===== src/rtl/chacha_ks_sched_pkg.sv =====
// Shared types and constants for the ChaCha keystream scheduler.
package chacha_ks_sched_pkg;

  typedef logic [31:0] word_t;

  // "expand 32-byte k" as four little-endian words.
  localparam word_t [0:3] CHACHA_CONST = {
    32'h61707865, 32'h3320646e, 32'h79622d32, 32'h6b206574
  };

  // Index of the final byte within a 64-byte block.
  localparam logic [5:0] LAST_BYTE = 6'd63;

  typedef enum logic [2:0] {
    IDLE,
    LAUNCH,
    WAIT_BF,
    DRAIN,
    FINISH
  } state_t;

endpackage


===== src/rtl/chacha_block_unpacker.sv =====
// Holds one 16-word block-function result and serialises it into bytes,
// little-endian within each word.
module chacha_block_unpacker
  import chacha_ks_sched_pkg::*;
(
  input  logic              clk,
  input  logic              rst,
  input  logic              load,
  input  word_t [0:15]      block,
  input  logic  [5:0]       byte_idx,
  output logic  [7:0]       byte_out
);

  word_t [0:15] hold;
  word_t        sel_word;

  // Capture the core's output state when the scheduler accepts a block.
  // NOTE: this wide register is still reset, so a reset mid-job leaves no trace of the old keystream.
  always_ff @(posedge clk) begin
    // NOTE: sequential state uses non-blocking assignments so every flop updates from pre-edge values.
    if (rst) begin
      hold <= '0;
    end else if (load) begin
      hold <= block;
    end
  end

  // Byte k comes from word k/4, lane k%4, least significant lane first.
  always_comb begin
    // NOTE: defaults first in combinational blocks so no path leaves a signal unassigned (no latch).
    sel_word = hold[byte_idx[5:2]];
    byte_out = sel_word[{byte_idx[1:0], 3'b000} +: 8];
  end

endmodule


===== src/rtl/chacha_ks_sched.sv =====
// ChaCha20 keystream scheduler: launches the block-function core once per
// 64-byte block, advances the block counter and streams the result out
// through a valid/ready byte interface.
module chacha_ks_sched
  import chacha_ks_sched_pkg::*;
#(
  parameter int unsigned MAX_BLOCKS = 65535
) (
  input  logic              clk,
  input  logic              rst,
  input  logic              start,
  input  logic              abort,
  input  word_t [0:7]       key,
  input  word_t [0:2]       nonce,
  input  logic  [31:0]      counter_init,
  input  logic  [15:0]      num_blocks,
  output logic              bf_start,
  output word_t [0:3]       bf_constant,
  output word_t [0:7]       bf_key,
  output word_t [0:2]       bf_nonce,
  output logic  [31:0]      bf_counter,
  input  logic              bf_done,
  input  word_t [0:15]      bf_block,
  output logic  [7:0]       ks_byte,
  output logic              ks_valid,
  input  logic              ks_ready,
  output logic              ks_last,
  output logic              busy,
  output logic              done,
  output logic              err_wrap
);

  state_t      state;
  logic [5:0]  byte_idx;
  logic [15:0] remaining;
  logic [31:0] counter_next;
  logic        load;

  assign bf_constant  = CHACHA_CONST;
  assign counter_next = bf_counter + 32'd1;
  // Abort wins over a block arriving in the same cycle.
  assign load         = (state == WAIT_BF) && bf_done && !abort;

  chacha_block_unpacker u_unpacker (
    .clk      (clk),
    .rst      (rst),
    .load     (load),
    .block    (bf_block),
    .byte_idx (byte_idx),
    .byte_out (ks_byte)
  );

  // Job sequencing FSM with registered handshake and status outputs.
  always_ff @(posedge clk) begin
    if (rst) begin
      state      <= IDLE;
      busy       <= 1'b0;
      done       <= 1'b0;
      bf_start   <= 1'b0;
      ks_valid   <= 1'b0;
      ks_last    <= 1'b0;
      err_wrap   <= 1'b0;
      byte_idx   <= '0;
      remaining  <= '0;
      bf_counter <= '0;
      bf_key     <= '0;
      bf_nonce   <= '0;
    end else begin
      done     <= 1'b0;
      bf_start <= 1'b0;
      if (abort && (state != IDLE)) begin
        state    <= IDLE;
        busy     <= 1'b0;
        ks_valid <= 1'b0;
        ks_last  <= 1'b0;
        byte_idx <= '0;
      end else begin
        case (state)
          IDLE: begin
            if (start) begin
              if (num_blocks == 16'd0) begin
                // Empty job: acknowledge immediately without touching the core.
                done     <= 1'b1;
                err_wrap <= 1'b0;
              end else if ({16'd0, num_blocks} <= MAX_BLOCKS) begin
                bf_key     <= key;
                bf_nonce   <= nonce;
                bf_counter <= counter_init;
                remaining  <= num_blocks;
                err_wrap   <= 1'b0;
                busy       <= 1'b1;
                bf_start   <= 1'b1;
                state      <= LAUNCH;
              end
            end
          end
          LAUNCH: begin
            state <= WAIT_BF;
          end
          WAIT_BF: begin
            if (bf_done) begin
              state    <= DRAIN;
              ks_valid <= 1'b1;
              ks_last  <= 1'b0;
              byte_idx <= '0;
            end
          end
          DRAIN: begin
            if (ks_ready) begin
              if (byte_idx == LAST_BYTE) begin
                remaining  <= remaining - 16'd1;
                bf_counter <= counter_next;
                ks_valid   <= 1'b0;
                ks_last    <= 1'b0;
                byte_idx   <= '0;
                if (remaining == 16'd1) begin
                  state <= FINISH;
                  done  <= 1'b1;
                end else if (counter_next == 32'd0) begin
                  // Counter would repeat keystream: stop instead of launching.
                  state    <= FINISH;
                  done     <= 1'b1;
                  err_wrap <= 1'b1;
                end else begin
                  state    <= LAUNCH;
                  bf_start <= 1'b1;
                end
              end else begin
                byte_idx <= byte_idx + 6'd1;
                ks_last  <= (byte_idx == (LAST_BYTE - 6'd1)) && (remaining == 16'd1);
              end
            end
          end
          FINISH: begin
            state <= IDLE;
            busy  <= 1'b0;
          end
          default: begin
            state <= IDLE;
            busy  <= 1'b0;
          end
        endcase
      end
    end
  end

endmodule


===== config.mk =====
export PLATFORM = sky130hd
export DESIGN_NAME = chacha_ks_sched
export DESIGN_NICKNAME = d
export VERILOG_FILES = /design/src/rtl/chacha_ks_sched_pkg.sv /design/src/rtl/chacha_block_unpacker.sv /design/src/rtl/chacha_ks_sched.sv
export SDC_FILE = /design/constraint.sdc
export NUM_CORES = 2
export LEC_CHECK = 0
export CAP_MARGIN = 20
export CORE_AREA = 5 5 566 568
export DETAILED_ROUTE_END_ITERATION = 6
export DIE_AREA = 0 0 571 573
export PLACE_DENSITY = 0.3
export SYNTH_ARGS = -nofsm -noshare
export SYNTH_HDL_FRONTEND = slang
export SYNTH_SLANG_ARGS = --single-unit

===== constraint.sdc =====
create_clock -name clk -period 3.91 [get_ports clk]
set_input_delay 0.782 -clock clk [delete_from_list [all_inputs] [get_ports clk]]
set_output_delay 0.782 -clock clk [all_outputs]
set_load 0.01 [all_outputs]

==> metrics.md <==
| Metric | Value |
|---|---|
| Worst Setup End Kind | `output pin` |
| Failing checks | `negative setup slack` |
| Fin crit share | `108%` |
| RR Startpoint | `bf_counter[0]` |
| Inst Count DP | `9891` |
| Worst Max-Slew Pin Slew | `0.972 ns` |
| Synth Register Bits | `927` |
| Worst vdd ir | `0.272 mV` |
| Hold path cells | `2` |
| Hold Vio Cnt, Final | `0` |
| CP Cell Sequence | `buf_12 > buf_4 > mux4_2 > mux4_2 > mux4_2 > buf_6` |
| Setup Skew | `0.0631 ns` |
| Layout cells sized above 1 | `9.40%` |
| Most used DFF post-synth | `dfxtp_1` |
| Initial DRT Pass Iterations | `5` |
| P per Cell Area | `483 nW/um^2` |
| Register area share after synthesis | `48.4%` |
| DRC | `0` |
| Fill count | `35060` |
| Hold worst-path end | `bf_key[65]` |
| R2R cell count | `12` |
| HPWL after DPL | `248000 um` |
| Leakage | `20.4 nW` |
| Post-DP Area | `56300 sq um` |
| Area of the multi-input gates | `17800 sq um` |
| FP Rows | `206` |
| Post-route ant nets | `0` |
| Root Driver | `clkbuf_16` |
| Final setup vio count | `8` |
| TritonCTS clock tree | `done` |
| RR Endpoint | `done` |
| Hold_buf cts | `0` |
| PortBufs | `1315` |
| Cells after Synth | `4673` |
| Arr. time, crit path | `3.44 ns` |
| Slew Viols, Final | `0` |
| Worst Path Buf+Inv | `3` |
| Setup CP Type | `register to output pin` |
| Setup WS post-layout | `-0.308 ns` |
| EDFF count, synth | `0` |
| Setup crit start kind | `register` |
| Worst R2R Setup Slack | `0.70 ns` |
| CTS clock-pin slew for the worst setup and hold paths | `0.06 ns` |
| Layout area overhead | `60.0%` |
| Mapped cell area | `38300 sq um` |
| Post-layout net count | `6833` |
| IO Count | `1444` |
| Max Fanout on Critical Path | `9` |
| Clock latency on the worst-skew pair | `0.80 ns` |
| Status | `finished, violations left` |
| Slowest CP cell | `mux4_2` |
| CTS Buf Count | `135` |
| Core area | `314000 sq um` |
| Synth unique cells | `60` |
| Sequential Area | `18600 sq um` |
| Routed vias | `39393` |
| Hold Path Class | `register to register` |
| # Max-Cap Violations | `0` |
| First-pass GRT wire length | `384000 um` |
| Yosys Warn Count | `0` |
| Final Util | `19.5%` |
| Wire length per cell | `29.3 um` |
| Starting Density | `12.2%` |
| Pwr Total | `0.0296 W` |
| Iter 0 DRT Violations | `2594` |
| RSZ-0062 raised after global routing | `true` |
| Mean Syn Cell Area | `8.20 sq um` |
| Final Non-Filler Cells | `10198` |
| Total grt overflow | `0` |
| Die area | `327000 sq um` |
| Required time worst endpoint | `3.13 ns` |
| Ys async rst share | `0%` |
| Top Family by Delay on Critical Path | `multiplexers` |
| Crit path time final | `4.22 ns` |
| Max stage delay on crit path | `0.60 ns` |
| WL final | `299000 um` |
| Die Y | `573 um` |
| Finished Cell Area | `61300 sq um` |
| Peak Freq | `237 MHz` |
| CTS H-tree lvls | `4` |
| TritonCTS Sinks | `927` |
| Vias in the first global route | `38808` |
| Most used cell, CP | `mux4_2` |
| Via density | `3.86` |
| Pin count of the biggest net entering global routing | `137` |
| GRT Resource Usage Total | `17.4%` |
| Initial antenna violation count | `191` |
| Worst slew margin | `35.2%` |
| Max clock buf depth | `4` |
| Worst hold start | `bf_key[65]` |
| RePlAce Congestion | `0.862` |
| Die Width | `571 um` |
per-layer routing:
metal | track usage (%) | vias to the layer above | wire length (um)
met2 | 30.5 | 1663 | 146000
met4 | 4.09 | 72 | 9120
met5 | 0 | - | 472
li1 | - | 17936 | -
met3 | 5.63 | 547 | 24000
met1 | 20.4 | 19175 | 120000
worst max-delay path by stage:
stage / startpoint / endpoint / slack [ns] / cells past startpoint
after floorplan: byte_idx[2] / ks_byte[0] / 0.72 / 7
after global placement: byte_idx[2] / ks_byte[4] / 0.09 / 6
after detailed placement: byte_idx[3] / ks_byte[0] / 0.09 / 6
after CTS: byte_idx[2] / ks_byte[3] / -0.47 / 7
after global routing: byte_idx[3] / ks_byte[3] / -0.42 / 6
final: byte_idx[3] / ks_byte[3] / -0.31 / 6
synth_stat cells, drive strengths merged (3+ instances only):
cell,instances,area [sq um]
o22ai,5,31.3
nor4,16,113
and3,9,56.3
ha,5,62.6
o21ai,47,235
mux4,168,3780
xnor2,8,70.1
a221oi,3,26.3
and4,5,43.8
xor2,9,78.8
a22oi,15,113
buf,173,1220
nand3b,3,22.5
nand2,1797,6750
nor2b,4,25.0
clkbuf,328,1230
nor3,20,121
or2,3,18.8
and2,8,50.1
inv,7,26.3
a31oi,7,43.8
a211oi,13,97.6
a21o,3,22.5
dfxtp,927,18600
nand3,31,160
nand4,14,118
o31ai,9,67.6
a21oi,927,4640
nor2,81,304
flip-flops by register name (all words and copies together) (netlist names):
register and flops:
bf_nonce 96, u_unpacker.hold 512, ks_valid 1, err_wrap 1, busy 1, ks_last 1, bf_start 1, byte_idx 6
bf_key 256, remaining 16, bf_counter 32, done 1, state 3
placed cells by master, fill, tap and decap left out, types with 4 or more instances in the layout:
cell type / netlist / final
clkinv_4: 0 / 4
dfxtp_1: 927 / 923
and3_1: 9 / 9
buf_12: 0 / 53
a21oi_1: 926 / 926
xor2_1: 9 / 9
bufinv_16: 0 / 4
clkinvlp_4: 0 / 4
nand3_1: 30 / 29
nor3_1: 17 / 17
diode_2: 0 / 30
inv_1: 7 / 7
a22oi_1: 15 / 15
and4_1: 5 / 5
ha_1: 5 / 5
buf_16: 0 / 7
clkbuf_8: 0 / 27
a211oi_1: 13 / 13
nand2_1: 1797 / 1796
xnor2_1: 8 / 8
o31ai_1: 9 / 9
nor4_1: 14 / 14
o21ai_0: 45 / 45
buf_6: 5 / 12
and2_1: 8 / 8
nor2_1: 81 / 80
clkbuf_16: 0 / 143
clkinv_2: 0 / 17
dfxtp_4: 0 / 4
nand4_1: 12 / 12
clkbuf_1: 328 / 31
o22ai_1: 5 / 5
clkdlybuf4s50_1: 0 / 1306
mux4_2: 168 / 168
a31oi_1: 7 / 7
buf_4: 133 / 91
conb_1: 2 / 128
layout make-up:
| class | count | area share, % |
|---|---|---|
| multi-input cells | 3364 | 29.0 |
| diodes | 30 | 0.122 |
| clock inverters | 38 | 0.655 |
| well taps | 4160 | 8.49 |
| clock buffers | 197 | 6.47 |
| inverters | 7 | 0.0429 |
| repair buffers | 1475 | 24.9 |
| flip-flops and latches | 927 | 30.3 |
worst register-to-register path, cell delays in order (launching register included):
cell and delay [ns]:
dfxtp_1 0.51, ha_1 0.29, nand2_1 0.15, nor3_2 0.20
buf_4 0.22, and2_1 0.33, a31o_2 0.22, nand4_1 0.11
nor4b_2 0.45, a21oi_2 0.17, o22a_1 0.21, nor2_1 0.15
buf_4 0.15
what timing repair did:
item	CTS	global route
setup endpoints to repair	8	8
buffers inserted	17	18
gates cloned	5	4
resized for setup	53	6
where the power goes:
part           leakage [nW]  switching, W  internal (W)
logic                  10.7       0.00365       0.00279
registers              7.54      0.000576        0.0102
clock network          2.14       0.00506       0.00733
per-stage QoR:
stage	setup WS (ns)	hold WS [ns]	setup TNS, ns
floorplan	0.723	0.433	0
global placement	0.0906	0.441	0
detailed placement	0.0938	0.446	0
CTS	-0.470	0.435	-3.37
global route	-0.420	0.447	-3.02
finish	-0.308	0.451	-2.27
kinds of logic after synthesis:
family                     share of synthesized area [%]
adders and majority gates                          0.163
buffers and inverters                               6.47
and+or+nand+nor                                     20.5
AOI/OAI and AO/OA                                   14.2
DFF                                                 48.4
muxes                                               9.90
other                                             0.0196
xor gates and xnor gates                           0.389
Power figures use the tool's default switching activity.
